--- config.mk ---
export PLATFORM = sky130hd
export DESIGN_NAME = mem_lsu_ctrl
export DESIGN_NICKNAME = d
export VERILOG_FILES = /design/src/rtl/mem_lsu_ctrl.sv
export SDC_FILE = /design/constraint.sdc
export NUM_CORES = 1
export LEC_CHECK = 0
export ABC_AREA = 1
export CORE_MARGIN = 3
export CORE_UTILIZATION = 45
export CTS_CLUSTER_DIAMETER = 80
export DETAILED_ROUTE_END_ITERATION = 12
export PLACE_DENSITY = 0.81
export SLEW_MARGIN = 10
export SYNTH_ARGS = -nofsm -noshare
export SYNTH_HDL_FRONTEND = slang
export SYNTH_SLANG_ARGS = --single-unit
--- constraint.sdc ---
create_clock -name clk -period 2.1 [get_ports clk]
set_input_delay 0.42 -clock clk [delete_from_list [all_inputs] [get_ports clk]]
set_output_delay 0.42 -clock clk [all_outputs]
set_load 0.03 [all_outputs]
--- src/rtl/mem_lsu_ctrl.sv ---
// mem_lsu_ctrl: one-at-a-time load/store sequencer between the memory stage and the data bus.
// Latency: 4 cycles best case (IDLE, REQ, WAIT, DONE); 2 cycles for a misaligned access.
// Backpressure: ms_stall holds the pipeline until DONE; the bus throttles via dbus_gnt/dbus_rvalid.
//
// Optional feature: define LSU_TIMEOUT_EN to add a REQ/WAIT watchdog of TIMEOUT_CYCLES cycles
// (exception cause 11). Without it the controller waits on the bus indefinitely.
//
// Ports:
//   clk, reset                     clock, synchronous active-high reset
//   ms_valid/ms_lsu_op/ms_size/ms_unsigned/ms_alu_res/ms_store_data/ms_rd
//                                  memory-stage operation, held stable while ms_stall=1
//   ms_stall                       pipeline hold
//   dbus_req/we/addr/be/wdata      bus request, held stable until dbus_gnt
//   dbus_gnt/rvalid/rdata/err      bus grant and response
//   wb_valid/wb_rd/wb_data         one-cycle load write-back
//   lsu_exc/lsu_exc_cause          one-cycle exception (01 misaligned, 10 bus error, 11 timeout)
module mem_lsu_ctrl #(
  parameter int TIMEOUT_CYCLES = 256
) (
  input  logic        clk,
  input  logic        reset,
  input  logic        ms_valid,
  input  logic [1:0]  ms_lsu_op,
  input  logic [1:0]  ms_size,
  input  logic        ms_unsigned,
  input  logic [31:0] ms_alu_res,
  input  logic [31:0] ms_store_data,
  input  logic [4:0]  ms_rd,
  output logic        ms_stall,
  output logic        dbus_req,
  output logic        dbus_we,
  output logic [31:0] dbus_addr,
  output logic [3:0]  dbus_be,
  output logic [31:0] dbus_wdata,
  input  logic        dbus_gnt,
  input  logic        dbus_rvalid,
  input  logic [31:0] dbus_rdata,
  input  logic        dbus_err,
  output logic        wb_valid,
  output logic [4:0]  wb_rd,
  output logic [31:0] wb_data,
  output logic        lsu_exc,
  output logic [1:0]  lsu_exc_cause
);

  typedef enum logic [1:0] {S_IDLE, S_REQ, S_WAIT, S_DONE} state_t;

  state_t      state_q;
  logic [31:0] addr_q;
  logic [1:0]  size_q;
  logic        uns_q;
  logic        we_q;
  logic [4:0]  rd_q;
  logic [3:0]  be_q;
  logic [31:0] wdata_q;
  logic        wb_valid_q;
  logic [4:0]  wb_rd_q;
  logic [31:0] wb_data_q;
  logic        exc_q;
  logic [1:0]  cause_q;

`ifdef LSU_TIMEOUT_EN
  localparam int CNT_W = $clog2(TIMEOUT_CYCLES + 1);
  logic [CNT_W-1:0] cnt_q;
  logic             expire;
  // cnt_q counts completed REQ/WAIT cycles; the current one is the last allowed.
  assign expire = (cnt_q == CNT_W'(TIMEOUT_CYCLES - 1));
`endif

  // Decode of the presented operation; reserved op 11 is not a memory op.
  logic        mem_op;
  logic        op_store;
  logic        misaligned;
  logic [3:0]  be_d;
  logic [31:0] wdata_d;

  assign mem_op     = ms_valid & (ms_lsu_op == 2'b01 || ms_lsu_op == 2'b10);
  assign op_store   = (ms_lsu_op == 2'b10);
  // Size 11 is treated as word, hence the ms_size[1] test.
  assign misaligned = ((ms_size == 2'b01) & ms_alu_res[0]) |
                      (ms_size[1] & (ms_alu_res[1:0] != 2'b00));

  always_comb begin
    be_d    = 4'b1111;
    wdata_d = ms_store_data;
    case (ms_size)
      2'b00: begin
        be_d    = 4'b0001 << ms_alu_res[1:0];
        wdata_d = {4{ms_store_data[7:0]}};
      end
      2'b01: begin
        be_d    = 4'b0011 << ms_alu_res[1:0];
        wdata_d = {2{ms_store_data[15:0]}};
      end
      default: ;
    endcase
  end

  // Load extraction: shift the addressed lane down to bit 0, then extend.
  logic [31:0] rshift;
  logic [31:0] load_ext;

  assign rshift = dbus_rdata >> {addr_q[1:0], 3'b000};

  always_comb begin
    load_ext = dbus_rdata;
    case (size_q)
      2'b00:   load_ext = uns_q ? {24'd0, rshift[7:0]}  : {{24{rshift[7]}}, rshift[7:0]};
      2'b01:   load_ext = uns_q ? {16'd0, rshift[15:0]} : {{16{rshift[15]}}, rshift[15:0]};
      default: ;
    endcase
  end

  always_ff @(posedge clk) begin
    if (reset) begin
      state_q    <= S_IDLE;
      addr_q     <= '0;
      size_q     <= '0;
      uns_q      <= 1'b0;
      we_q       <= 1'b0;
      rd_q       <= '0;
      be_q       <= '0;
      wdata_q    <= '0;
      wb_valid_q <= 1'b0;
      wb_rd_q    <= '0;
      wb_data_q  <= '0;
      exc_q      <= 1'b0;
      cause_q    <= '0;
`ifdef LSU_TIMEOUT_EN
      cnt_q      <= '0;
`endif
    end else begin
      case (state_q)
        S_IDLE: begin
          // Stray grant/response here is ignored.
          if (mem_op) begin
            addr_q  <= ms_alu_res;
            size_q  <= ms_size;
            uns_q   <= ms_unsigned;
            we_q    <= op_store;
            rd_q    <= ms_rd;
            be_q    <= be_d;
            wdata_q <= wdata_d;
`ifdef LSU_TIMEOUT_EN
            cnt_q   <= '0;
`endif
            if (misaligned) begin
              state_q <= S_DONE;
              exc_q   <= 1'b1;
              cause_q <= 2'b01;
            end else begin
              state_q <= S_REQ;
            end
          end
        end
        S_REQ: begin
`ifdef LSU_TIMEOUT_EN
          cnt_q <= cnt_q + CNT_W'(1);
          if (expire) begin
            state_q <= S_DONE;
            exc_q   <= 1'b1;
            cause_q <= 2'b11;
          end else if (dbus_gnt) begin
            state_q <= S_WAIT;
          end
`else
          if (dbus_gnt) state_q <= S_WAIT;
`endif
        end
        S_WAIT: begin
`ifdef LSU_TIMEOUT_EN
          cnt_q <= cnt_q + CNT_W'(1);
`endif
          // A response in the expiry cycle still completes normally.
          if (dbus_rvalid) begin
            state_q <= S_DONE;
            if (dbus_err) begin
              exc_q   <= 1'b1;
              cause_q <= 2'b10;
            end else if (!we_q && rd_q != 5'd0) begin
              wb_valid_q <= 1'b1;
              wb_rd_q    <= rd_q;
              wb_data_q  <= load_ext;
            end
`ifdef LSU_TIMEOUT_EN
          end else if (expire) begin
            state_q <= S_DONE;
            exc_q   <= 1'b1;
            cause_q <= 2'b11;
`endif
          end
        end
        default: begin
          // DONE: strobes last exactly this one cycle.
          state_q    <= S_IDLE;
          wb_valid_q <= 1'b0;
          wb_rd_q    <= '0;
          wb_data_q  <= '0;
          exc_q      <= 1'b0;
          cause_q    <= '0;
        end
      endcase
    end
  end

  assign ms_stall      = ((state_q == S_IDLE) & mem_op) | (state_q == S_REQ) | (state_q == S_WAIT);
  assign dbus_req      = (state_q == S_REQ);
  assign dbus_we       = dbus_req & we_q;
  assign dbus_addr     = dbus_req ? {addr_q[31:2], 2'b00} : 32'd0;
  assign dbus_be       = dbus_req ? be_q : 4'd0;
  assign dbus_wdata    = dbus_req ? wdata_q : 32'd0;
  assign wb_valid      = wb_valid_q;
  assign wb_rd         = wb_rd_q;
  assign wb_data       = wb_data_q;
  assign lsu_exc       = exc_q;
  assign lsu_exc_cause = cause_q;

endmodule
==> impl_metrics.tcl <==
set metrics [dict create \
    outcome "finished, final reports clean" \
    worst_vdd_rail_ir_drop_mv 0.772 \
    initialDrtViolationCount 484 \
    switching_share_pct 34.1 \
    synthFlopType "sky130_fd_sc_hd__dfxtp_1" \
    crit_path_start_kind "primary input" \
    register_area_sq_um 2400 \
    worst_r2r_startpoint "state_q[1]" \
    power_frac_clock_pct 35.9 \
    layout_utilization_pct 70.1 \
    synthDominantCellAreaShare_pct 40.4 \
    synth_cell_types 35 \
    place.gp.congestion 0.918 \
    htreeDepth 4 \
    max_freq_mhz 492 \
    layout-drive-gt1-share_pct 14.9 \
    cp_slowest_stage_delay_ps 450 \
    synth.top_cells.by_count "sky130_fd_sc_hd__nand2_1 (343), sky130_fd_sc_hd__dfxtp_1 (120), sky130_fd_sc_hd__a21oi_1 (115)" \
    clock_period_minus_worst_slack_ps 2030 \
    p_comb_share_pct 32.9 \
    critical_path.cell_chain "clkdlybuf4s50_1 > inv_1 > ha_1 > inv_2 > nand3_4 > nand3_2 > buf_6" \
    synth_warnings 0 \
    cts-root-buf "sky130_fd_sc_hd__clkbuf_16" \
    power.share.sequential_pct 31.2 \
    source_to_sink_clock_delay_at_the_later_pin_of_the_worst_skew_pair_ps 410 \
    cp_data_arrival_time_ps 1610 \
    cpMaxStageDelayCell "sky130_fd_sc_hd__clkdlybuf4s50_1" \
    share_of_synthesized_area_occupied_by_flip_flops_and_latches_pct 40.4 \
    maxSlewViolCount 0 \
    vias 6568 \
    area_growth_pct 50.8 \
    number_of_flops_mapped_to_enable_cells_by_yosys 0 \
    intPower_uw 5760 \
    drc 0 \
    clockBufferDepth 2 \
    async_reset_ff_share_pct 0 \
    multiInputGateArea_sq_um 2870 \
    total_leakage_power_uw 0.00414 \
    core_region_area_sq_um 12800 \
    critPathRequiredTime_ps 1680 \
    wire_per_inst_um 14.4 \
    grt_start_max_net_pins 76 \
    syn-mean-instance-area_sq_um 6.51 \
    clock_sinks 120 \
    slew_headroom_pct 61.5 \
    setup.worst_path.class "primary input to output port" \
    postRouteWirelength_um 19000 \
    final_report_hold_violation_count 0 \
    worstSetupStartpoint "ms_lsu_op[0]" \
    rrSetupSlack_ps 200 \
    via_per_inst 5.00 \
    fp.dieH_um 121 \
    die_area_sq_um 14600 \
    synth_top_cells_by_area "sky130_fd_sc_hd__dfxtp_1 (40%), sky130_fd_sc_hd__nand2_1 (22%), sky130_fd_sc_hd__a21oi_1 (9.7%), sky130_fd_sc_hd__inv_1 (6.6%), sky130_fd_sc_hd__nand3_1 (2.9%)" \
    report.power.total_uw 8740 \
    syn_inst 913 \
    critPathTopFamily "buffers and inverters" \
    clock-skew-final_ps 8.58 \
    num-fill-cells 1055 \
    max-cap-violations 0 \
    groute.usage.overall_pct 25.8 \
    ant_nets 0 \
    layoutNonFillerInstCount 1314 \
    hold_buffers 0 \
    io_buffers 221 \
    num_antenna_cells 0 \
    ys_ff_latch 120 \
    count_of_buffer_and_inverter_cells_on_the_critical_path 4 \
    cts.clk_slew.worst_paths_ps 60 \
    tritoncts "built" \
    syn_area_sq_um 5940 \
    global_route_wire_length_before_repair_um 30200 \
    end_kind "output port" \
    grt-ovfl-total 0 \
    critical_path_cell_count 7 \
    effective_utilization_at_floorplan_pct 46.5 \
    finalNetCount 1246 \
    worst_r2r_path_depth 10 \
    cts_made_buffers 17 \
    powerDensity_nw_per_um2 975 \
    die_width_um 121 \
    hold_start "reset" \
    via_count_of_the_first_global_routing_pass 6285 \
    antenna_violations_before_repair 0 \
    timing.setup.tns_ps 0 \
    hold_class "primary input to register" \
    timing.rr.end "wb_data[15]" \
    fp-row-count 41 \
    switchingPower_uw 2980 \
    critical_path.endpoint "ms_stall" \
    drt_first_pass_iters 5 \
    design.portCount 224 \
    dominant_cell_type_by_area_after_synthesis "sky130_fd_sc_hd__dfxtp_1" \
    number_of_instances_in_the_placed_design 1277 \
    synthMostInstantiatedCell "sky130_fd_sc_hd__nand2_1" \
    hpwlAfterDp_um 13500 \
    worstMarginPinSlew_ps 575 \
    timing.critical_path.fanout_max 3 \
    final_setup_vio_count 0 \
    post-route-period-util_pct 96.8 \
]
worst min path at each step:
stage                              to  cells past startpoint
after global placement        lsu_exc                      1
after detailed placement     wb_valid                      2
after CTS                 wb_data[23]                      2
after floorplan              wb_rd[2]                      2
final                         rd_q[1]                      2
after global routing          rd_q[1]                      2
worst reg2reg max path: cells and delay by family (launching register included):
family,cells,cell delay (ps)
fa+ha+maj,1,220
buf+inv,4,660
simple gates,4,460
flops,1,340
compound gates,1,70
power by group through the flow:
stage	clock network, uW	logic, uW	registers [uW]
after floorplan	0	1680	2800
after global placement	0	2670	2750
final	3140	2870	2720
after global routing	3280	3150	2750
after CTS	3170	2840	2720
after detailed placement	0	2700	2750
sequential cells by signal, indices dropped and copies added (netlist names), 2 cells and up:
signal / cells
lsu_exc_cause: 2
wb_data: 32
rd_q: 5
wdata_q: 32
size_q: 2
wb_rd: 5
be_q: 4
state_q: 2
addr_q: 32
cell families after synthesis:
family / count (synthesis) / share of synthesized area [%]
other cells: 1 / 0.0631
flops: 120 / 40.4
fa+ha+maj: 5 / 1.05
simple gates: 438 / 29.7
compound gates: 182 / 16.9
buf+inv: 167 / 11.9
placed cells by master (no fill, tap or decap), types with 6 or more instances in the layout:
cell,instances
sky130_fd_sc_hd__buf_12,9
sky130_fd_sc_hd__clkdlybuf4s50_1,151
sky130_fd_sc_hd__a21oi_1,115
sky130_fd_sc_hd__nand3_1,33
sky130_fd_sc_hd__inv_2,7
sky130_fd_sc_hd__a21oi_2,10
sky130_fd_sc_hd__dfxtp_1,118
sky130_fd_sc_hd__o21ai_0,35
sky130_fd_sc_hd__a31oi_1,9
sky130_fd_sc_hd__clkbuf_16,17
sky130_fd_sc_hd__buf_4,80
sky130_fd_sc_hd__inv_1,101
sky130_fd_sc_hd__clkdlybuf4s15_2,6
sky130_fd_sc_hd__nor2_1,43
sky130_fd_sc_hd__nand2_1,343
cell type report:
class	count	share of cell area (%)
tap	172	2.40
timing repair buffer	253	26.9
clock buffer	21	5.25
inverter	110	4.64
clock inverter	11	1.89
multi-input combinational	627	32.1
sequential	120	26.8
stage by stage:
step                      instance area (sq um)  hold WS (ps)  setup slack [ps]
final                                      8960           417              67.4
after global routing                       8960           425             -3.34
after CTS                                  8940           400              4.76
after detailed placement                   8220           454              -130
after global placement                     8220           449             -54.3
after floorplan                            5950           439              8.33
layer usage:
layer,share of wire [%],up-vias,track usage (%)
met3,8.7,40,7.88
met5,0,-,0
met2,47,280,42.2
met4,2.9,0,11.6
met1,41,2967,31.2
li1,-,3281,-
repair_timing:
| action | 4_1_cts | 5_1_grt |
|---|---|---|
| endpoints found under the setup margin | 69 | 63 |
| pin swaps | 1 | 2 |
| buffers inserted | 2 | 3 |
| resized for setup | 37 | 13 |
Note: power is estimated with default switching activity, not from simulation.
